--- config.mk ---
export PLATFORM = sky130hd
export DESIGN_NAME = cp_pipe_ctrl
export DESIGN_NICKNAME = d
export VERILOG_FILES = /design/src/rtl/cp_pipe_ctrl.sv
export SDC_FILE = /design/constraint.sdc
export NUM_CORES = 1
export LEC_CHECK = 0
export CORE_AREA = 2 2 45 47
export CTS_CLUSTER_DIAMETER = 100
export DETAILED_ROUTE_END_ITERATION = 8
export DIE_AREA = 0 0 47 49
export PLACE_DENSITY = 0.77
export SYNTH_ARGS = -nofsm -noshare
export SYNTH_HDL_FRONTEND = slang
export SYNTH_SLANG_ARGS = --single-unit
--- constraint.sdc ---
create_clock -name clk -period 5.2 [get_ports clk]
set_input_delay 1.04 -clock clk [delete_from_list [all_inputs] [get_ports clk]]
set_output_delay 1.04 -clock clk [all_outputs]
set_load 0.01 [all_outputs]
--- src/rtl/cp_pipe_ctrl.sv ---
// cp_pipe_ctrl: sequences capture (c) and pass (p) phases for a chain of
// c/p-controlled latch stages, each cycling EMPTY -> FULL -> DRAIN -> EMPTY.
module cp_pipe_ctrl #(
  parameter int unsigned STAGES = 4,
  parameter int unsigned OCC_W  = $clog2(STAGES + 1)
) (
  input  logic              clk,
  input  logic              rst,
  input  logic              flush,
  input  logic              in_valid,
  output logic              in_ready,
  output logic              out_valid,
  input  logic              out_ready,
  output logic [STAGES-1:0] c,
  output logic [STAGES-1:0] p,
  output logic [OCC_W-1:0]  occupancy
);

  typedef enum logic [1:0] {
    EMPTY = 2'd0,
    FULL  = 2'd1,
    DRAIN = 2'd2
  } stage_e;

  stage_e            state_q [STAGES];
  stage_e            state_d [STAGES];
  logic [STAGES-1:0] take;
  logic [STAGES-1:0] leave;
  logic [STAGES-1:0] c_d;
  logic [STAGES-1:0] p_d;
  logic [OCC_W-1:0]  occ_d;

  assign in_ready  = (state_q[0] == EMPTY) && !flush && !rst;
  assign out_valid = (state_q[STAGES-1] == FULL);

  // A stage hands its item over on the same edge its successor captures it.
  always_comb begin
    take  = '0;
    leave = '0;
    take[0] = in_valid && in_ready;
    for (int unsigned i = 1; i < STAGES; i++) begin
      take[i] = (state_q[i] == EMPTY) && (state_q[i-1] == FULL);
    end
    for (int unsigned i = 0; i + 1 < STAGES; i++) begin
      leave[i] = take[i+1];
    end
    leave[STAGES-1] = out_valid && out_ready;
  end

  // Per-stage next state; c toggles on capture, p toggles on DRAIN exit.
  always_comb begin
    state_d = state_q;
    c_d     = c;
    p_d     = p;
    if (flush) begin
      for (int unsigned i = 0; i < STAGES; i++) begin
        state_d[i] = EMPTY;
      end
      p_d = c;
    end else begin
      for (int unsigned i = 0; i < STAGES; i++) begin
        case (state_q[i])
          EMPTY: begin
            if (take[i]) begin
              state_d[i] = FULL;
              c_d[i]     = ~c[i];
            end
          end
          FULL: begin
            if (leave[i]) begin
              state_d[i] = DRAIN;
            end
          end
          DRAIN: begin
            state_d[i] = EMPTY;
            p_d[i]     = ~p[i];
          end
          default: state_d[i] = EMPTY;
        endcase
      end
    end
  end

  // Occupancy counts FULL stages only; DRAIN stages no longer own an item.
  always_comb begin
    occ_d = '0;
    for (int unsigned i = 0; i < STAGES; i++) begin
      if (state_d[i] == FULL) begin
        occ_d = occ_d + OCC_W'(1);
      end
    end
  end

  always_ff @(posedge clk or posedge rst) begin
    if (rst) begin
      for (int unsigned i = 0; i < STAGES; i++) begin
        state_q[i] <= EMPTY;
      end
      c         <= '0;
      p         <= '0;
      occupancy <= '0;
    end else begin
      state_q   <= state_d;
      c         <= c_d;
      p         <= p_d;
      occupancy <= occ_d;
    end
  end

endmodule
== Word-level counts from Yosys, hierarchy flattened ==
Index checks and enable logic that the tools add are counted.
Word-level totals
  logic and storage cells: 80
  bits of input ports: 5
  bits in registers: 19
Cells by class
  bitwise gates (word level): 9
  reductions and logical operators: 21
  multiplexer cells: 22
  equality and inequality tests: 12
  add/subtract/negate cells: 3
Operators with widths (count)
  2-bit by 1-bit == test with 1-bit output (second input constant): 8
  2-bit two-way mux: 8
  2-bit one-hot mux with 2 select lines: 4
  3-bit AND reduction: 4
  3-bit by 1-bit adder with 3-bit output (second input constant): 3
  3-bit two-way mux: 3
  1-bit NOT: 9
  2-bit == test (second input constant): 4
  2-bit zero test: 4
  8-bit two-way mux: 1
  2-bit nonzero test: 4
  1-bit logical AND: 7
  1-bit two-way mux: 5
  4-bit two-way mux: 1
  1-bit zero test: 2

== Depth between registers and ports, before layout ==
Gate-level depths: netlist (run 1).
  word-level depth: 15
  mapped depth: 9
  gate-level depth less buffers: 9

== Worst setup path before layout (run 1) ==
No wires, ideal clock.
  path kind: input port to flip-flop
  start point: input port flush
  end point: register occupancy[1]
  path slack: 2.487 ns
  stages: 6
  arrival: 2.588 ns
  cell sequence: or3b_4 o21ai_0 ha_1 xor2_2 ha_1 mux2_2
On the way
  longest elaborated chain between the ends: 15
Ends and longest elaborated chain
  start, declared: line 9  | input logic flush,
  1-bit zero test: line 33  | assign in_ready = (state_q[0] == EMPTY) && !flush && !rst;
  1-bit logical AND (2 in a row): line 33
  1-bit logical AND: line 40  | take[0] = in_valid && in_ready;
  2-bit two-way mux: line 64  | if (take[i]) begin
  2-bit one-hot mux with 2 select lines: line 62  | case (state_q[i])
  8-bit two-way mux (*): line 55  | if (flush) begin
  2-bit by 1-bit == test with 1-bit output: line 88  | if (state_d[i] == FULL) begin
  1-bit two-way mux: line 88
  3-bit by 1-bit adder with 3-bit output: line 89  | occ_d = occ_d + OCC_W'(1);
  3-bit two-way mux: line 88
  3-bit by 1-bit adder with 3-bit output: line 89
  3-bit two-way mux: line 88
  3-bit by 1-bit adder with 3-bit output: line 89
  3-bit two-way mux (*): line 88
  via occ_d[1]: line 31  | logic [OCC_W-1:0] occ_d;
  end signal, assigned: line 101  | occupancy <= '0;
  end signal, assigned: line 106  | occupancy <= occ_d;
  end, declared: line 16  | output logic [OCC_W-1:0] occupancy
The timed path passes the listed nets; every way through them passes the cells marked *.
A chain may end at the register's enable or synchronous reset.

== Worst setup path after layout (run 1) ==
  start point: input port flush
  end point: output port in_ready
On the way
  longest elaborated chain between the ends: 3
Ends and longest elaborated chain
  1-bit zero test: line 33
  1-bit logical AND (2 in a row): line 33
  end, declared: line 11  | output logic in_ready,
No other way between the ends.

==> results of run 1 <==
[registers in the layout (all words and copies together), names as in the netlist]
| signal | count |
|---|---|
| c | 4 |
| occupancy | 3 |
| p | 4 |
| state_q | 8 |
[where the power goes]
part | internal [mW] | switching [mW]
sequential | 0.178 | 0.0253
clock | 0.0286 | 0.0453
combinational | 0.0752 | 0.0449
[cells in the mapped netlist (2+ instances only)]
master	count	area share, %
nor2_1	5	2.1
nor2b_1	6	4.2
o21ai_0	8	4.5
nor4_1	2	1.4
inv_1	6	2.5
dfrtp_1	19	53
nand2_1	8	3.4
xnor2_1	7	6.9
a211oi_1	2	1.7
xor2_1	3	3.0
ha_1	3	4.2
[routing by layer]
| metal | vias to the layer above | GRT usage [%] | wire, um |
|---|---|---|---|
| met5 | - | 0 | 0 |
| met4 | 0 | 9.26 | 35 |
| met3 | 4 | 3.33 | 60 |
| met2 | 12 | 22.8 | 709 |
| met1 | 296 | 18.7 | 661 |
| li1 | 308 | - | - |
[how the worst min path moves through the flow]
| stage | slack, ns | endpoint | from |
|---|---|---|---|
| global placement | 0.48 | c[2] | c[2] |
| finish | 0.50 | c[3] | c[3] |
| CTS | 0.50 | c[3] | c[3] |
| detailed placement | 0.49 | c[3] | c[3] |
| global route | 0.51 | c[2] | c[2] |
| floorplan | 0.47 | state_q[6] | state_q[7] |
[cell families (layout without fill, tap and decap cells)]
kind of cell	Yosys count	count (layout)	synth area share (%)
multiplexers	2	2	2.39
AO/OA/AOI/OAI	11	11	8.44
adder cells (fa/ha/maj)	3	3	4.22
AND/OR/NAND/NOR	28	28	16.9
XOR/XNOR	11	11	11.7
flip-flops	19	19	53.4
buffers and inverters	7	27	2.95
[cells in the final DEF (no fill, tap or decap), drive strengths merged, types with 2 or more instances in the layout]
cell,count
nor2,5
xor2,4
o21ai,8
or3b,2
xnor2,7
clkdlybuf4s50,17
clkbuf,3
nor4,2
nor2b,6
inv,6
ha,3
nand2,8
a211oi,2
dfrtp,19
[stage by stage]
stage                     util (%)  hold WS (ns)  std cells  worst slack (ns)
after global routing          60.7         0.512        128              1.35
after global placement        59.2         0.478        124              1.46
final                         60.7         0.496        128              1.46
after detailed placement      59.2         0.486        124              1.46
after floorplan                  -         0.466         81              2.49
after CTS                     60.7         0.502        128              1.45
[cell type report]
type / count / area (um2)
clock buffers: 3 / 22.5
clock inverters: 1 / 5.00
inverters: 6 / 22.5
repair buffers: 17 / 170
flip-flops and latches: 19 / 475
multi-input cells: 55 / 388
well taps: 27 / 33.8
fillers: 161 / 724
==> impl_metrics.toml, run 1 <==
[run_status]
status = "completed"

[critical_path]
crit_end = "in_ready"
path_cells = "clkdlybuf4s50_1, nor4_1, clkdlybuf4s50_1"
cp.depth = 3
required_ns = 4.16
r2r-end = "occupancy[1]"
critPathCaptureType = "output port"
cp_max_fo = 15
ff2ff_setup_slack_ns = 3.04
cp_data_arrival_time_ns = 2.70
cpMaxStageDelayCell = "clkdlybuf4s50_1"
cp_top_family = "buffers and inverters"
worst-path-buf-inv = 2
crit_path_start_kind = "input port"
regToRegStartpoint = "state_q[6]"
cp-startpoint = "flush"
crit_top_cell = "clkdlybuf4s50_1"
criticalPathCategory = "input port to output port"
max_stage_delay_ns = 0.64
rr_worst_depth = 7

[logic_synthesis]
synthArstFlopShare_pct = 100
postSynthCellCount = 81
synth_edf_count = 0
synth_ff_type = "dfrtp_1"
ys_types = 23
syn_area_per_cell_um2 = 11.0
synth.net_count = 89
yosysWarnings = 0
syn_area_um2 = 890
synth_seq_area_share_pct = 53.4
synth-seq-cells = 19

[job]
maxCapViolCount = 0

[timing]
finClkSkew_ns = 0.00715
worst_slew_pin_slew_ns = 0.722
hold_viol_final = 0
rsz0062_at_grt = "false"
slew_headroom_pct = 51.8
fmax_mhz = 267
report.final.setup_viol = 0
tns_ns = 0
maxSlewViolCount = 0
fin_crit_sh_pct = 72.0
period_needed_ns = 3.74

[die]
row_count = 16
dieArea_mm2 = 0.00230
coreArea_mm2 = 0.00184
die_x_um = 47
ios = 18
dieHeight_um = 49
initial_core_util_pct = 48.3

[global_routing]
grt_max_degree = 20
grt_pass1_vias = 614
grt_antenna_before_repair = 0
grt_pass1_wl_um = 2480
track_usage_pct = 15.0
overflow = 0

[min_path]
hold_path_class = "flop to flop"
whs_path_depth = 1

[clock_tree]
post_cts_resized = 0
clkLatencyLatePin_ns = 0.29
clk_pin_slew_ns = 0.11
clk_path_buf_depth = 2
cts_tree = "done"
cts_hold_buf = 0
post_cts_buffers = 0
clkSinkCount = 19
cts.htree.levels = 1
ctsRootBufferMaster = "clkbuf_4"
cts_made_buffers = 3

[detailed_routing]
avgRoutedWirePerCell_um = 11.5
first_iter_violations = 3
post-route-drc-count = 0
vias_per_cell = 4.84
ant_nets = 0
drtPass1Iterations = 4
dr_total_vias = 620
wirelength_um = 1470

[place]
io_buffers = 17
routabilityCongestion = 0.720
dpl.hpwl_um = 1110
placed_cell_area_mm2 = 0.00109

[power]
power.total_mw = 0.397
leakage_nw = 0.512
power.density_mw_per_mm2 = 355
vdd_ir_drop_max_uv = 187

[finish]
area_growth_pct = 25.6
fin_area_mm2 = 0.00112
n_antenna_cell = 0
layout.nets = 110
drive_gt1_share_pct = 8.91
(Power assumes the default switching activity.)
==> run 2, diff against run 1 <==
- CORE_AREA: 2 2 45 47 -> 2 2 48 50
- DIE_AREA: 0 0 47 49 -> 0 0 50 52
- PLACE_DENSITY: 0.77 -> 0.71
- clock period: 5.2 -> 3.07 ns (I/O delays scaled with it)
==> run 2 against run 1 <==
- highest routed layer unchanged
- final area is 1.3% higher
- hold slack better by 0.0056 ns
- via count is 1.1% higher
- critical path depth is 1 higher
- sequential power is 69% higher
- wire length is 0.75% lower
- largest power group unchanged
- final cell count is 2.3% higher
- largest cell class unchanged
- combinational power is 71% higher
- sequential cell count stayed put
- clock skew is 0.0029 ns lower
==> impl_metrics.toml, run 2 (synthesized netlist as in run 1, its figures left out) <==
[run_status]
status = "completed"

[critical_path]
path_cells = "clkdlybuf4s50_1, buf_4, nor4_1, clkdlybuf4s50_1"
cp_top_family = "buffers and inverters"
cpMaxStageDelayCell = "clkdlybuf4s50_1"
rr_worst_depth = 7
ff2ff_setup_slack_ns = 0.88
crit_path_start_kind = "input port"
r2r-end = "occupancy[1]"
cp.depth = 4
worst-path-buf-inv = 3
crit_end = "in_ready"
cp_max_fo = 5
regToRegStartpoint = "state_q[6]"
required_ns = 2.46
crit_top_cell = "clkdlybuf4s50_1"
critPathCaptureType = "output port"
criticalPathCategory = "input port to output port"
cp_data_arrival_time_ns = 2.26
max_stage_delay_ns = 0.62
cp-startpoint = "flush"

[clock_tree]
clk_pin_slew_ns = 0.10
cts_tree = "done"
cts_hold_buf = 0
cts_made_buffers = 3
post_cts_resized = 0
ctsRootBufferMaster = "clkbuf_4"
clkSinkCount = 19
clkLatencyLatePin_ns = 0.29
clk_path_buf_depth = 2
cts.htree.levels = 1
post_cts_buffers = 0

[power]
power.density_mw_per_mm2 = 593
vdd_ir_drop_max_uv = 325
leakage_nw = 0.519

[die]
ios = 18
dieArea_mm2 = 0.00260
initial_core_util_pct = 42.2
die_x_um = 50
row_count = 17
dieHeight_um = 52
coreArea_mm2 = 0.00211

[finish]
layout.nets = 112
regArea_um2 = 475
largest_register = "state_q"
stdcell_count = 131
n_fill_cell = 187
top_regs = "state_q: 8 flops, c: 4 flops, p: 4 flops"
layout_common_cells = "19 x dfrtp_1, 17 x clkdlybuf4s50_1, 8 x nand2_1, 8 x o21ai_0, 7 x xnor2_1"
largest_reg_flops = 8
multi_input_area_um2 = 388
drive_gt1_share_pct = 9.71
final_common_cell = "dfrtp_1"
n_antenna_cell = 0
fin_util_pct = 53.8
area_growth_pct = 27.3

[place]
dp.cells = 127
dpl.hpwl_um = 1140
io_buffers = 17
routabilityCongestion = 0.751

[detailed_routing]
avgRoutedWirePerCell_um = 11.1
drtPass1Iterations = 4
post-route-drc-count = 0
top_layer_used = "met4"
wl_met1_um = 662
ant_nets = 0
first_iter_violations = 3
wirelength_um = 1460
vias_per_cell = 4.79
route.met2.wl_um = 749
dr_total_vias = 627
met3WireLength_um = 24

[min_path]
hold_path_class = "flop to flop"

[global_routing]
grt_pass1_vias = 624
grt_pass1_wl_um = 2670
track_usage_pct = 13.9
grt_antenna_before_repair = 0
grt_max_degree = 20
overflow = 0

[timing]
tns_ns = 0
worst_slew_pin_slew_ns = 0.691
hold_viol_final = 0
slew_headroom_pct = 53.9
finClkSkew_ns = 0.00424
fin_crit_sh_pct = 93.7
report.final.setup_viol = 0
maxSlewViolCount = 0
rsz0062_at_grt = "false"
period_needed_ns = 2.88
fin_hold_ws_ns = 0.502
fmax_mhz = 348

[job]
maxCapViolCount = 0
==> run 2: worst min path at each step <==
stage	from	to	slack (ns)	cells past startpoint
after detailed placement	c[2]	c[2]	0.49	1
final	c[2]	c[2]	0.50	1
after floorplan	state_q[7]	state_q[6]	0.47	1
after global placement	c[2]	c[2]	0.48	1
after CTS	c[2]	c[2]	0.50	1
after global routing	c[3]	c[3]	0.53	1
==> run 2: stage by stage <==
step / instance area (um2) / total power [mW] / setup slack (ns)
floorplan: 890 / 0.435 / 0.783
global placement: 1110 / 0.552 / 0.217
detailed placement: 1110 / 0.557 / 0.140
CTS: 1130 / 0.682 / 0.210
global route: 1130 / 0.714 / 0.0604
finish: 1130 / 0.671 / 0.195
==> run 2: layer usage <==
| layer | vias to the layer above | track usage [%] |
|---|---|---|
| met5 | - | 0 |
| met4 | 0 | 8.33 |
| met3 | 2 | 2.59 |
| met2 | 8 | 22.6 |
| met1 | 301 | 17.3 |
| li1 | 316 | - |
==> run 2: cell type report <==
cell class	instances	area share, %
clock buffers	4	2.32
inverters	6	1.99
multi-input cells	55	34.3
flip-flops and latches	19	42.0
well taps	28	3.09
repair buffers	19	16.4
==> run 2: where the power goes <==
part | leakage [nW] | switching [mW] | internal [mW]
registers | 0.250 | 0.0419 | 0.301
logic | 0.254 | 0.0757 | 0.129
clock network | 0.0150 | 0.0732 | 0.0505
total | 0.519 | 0.191 | 0.481
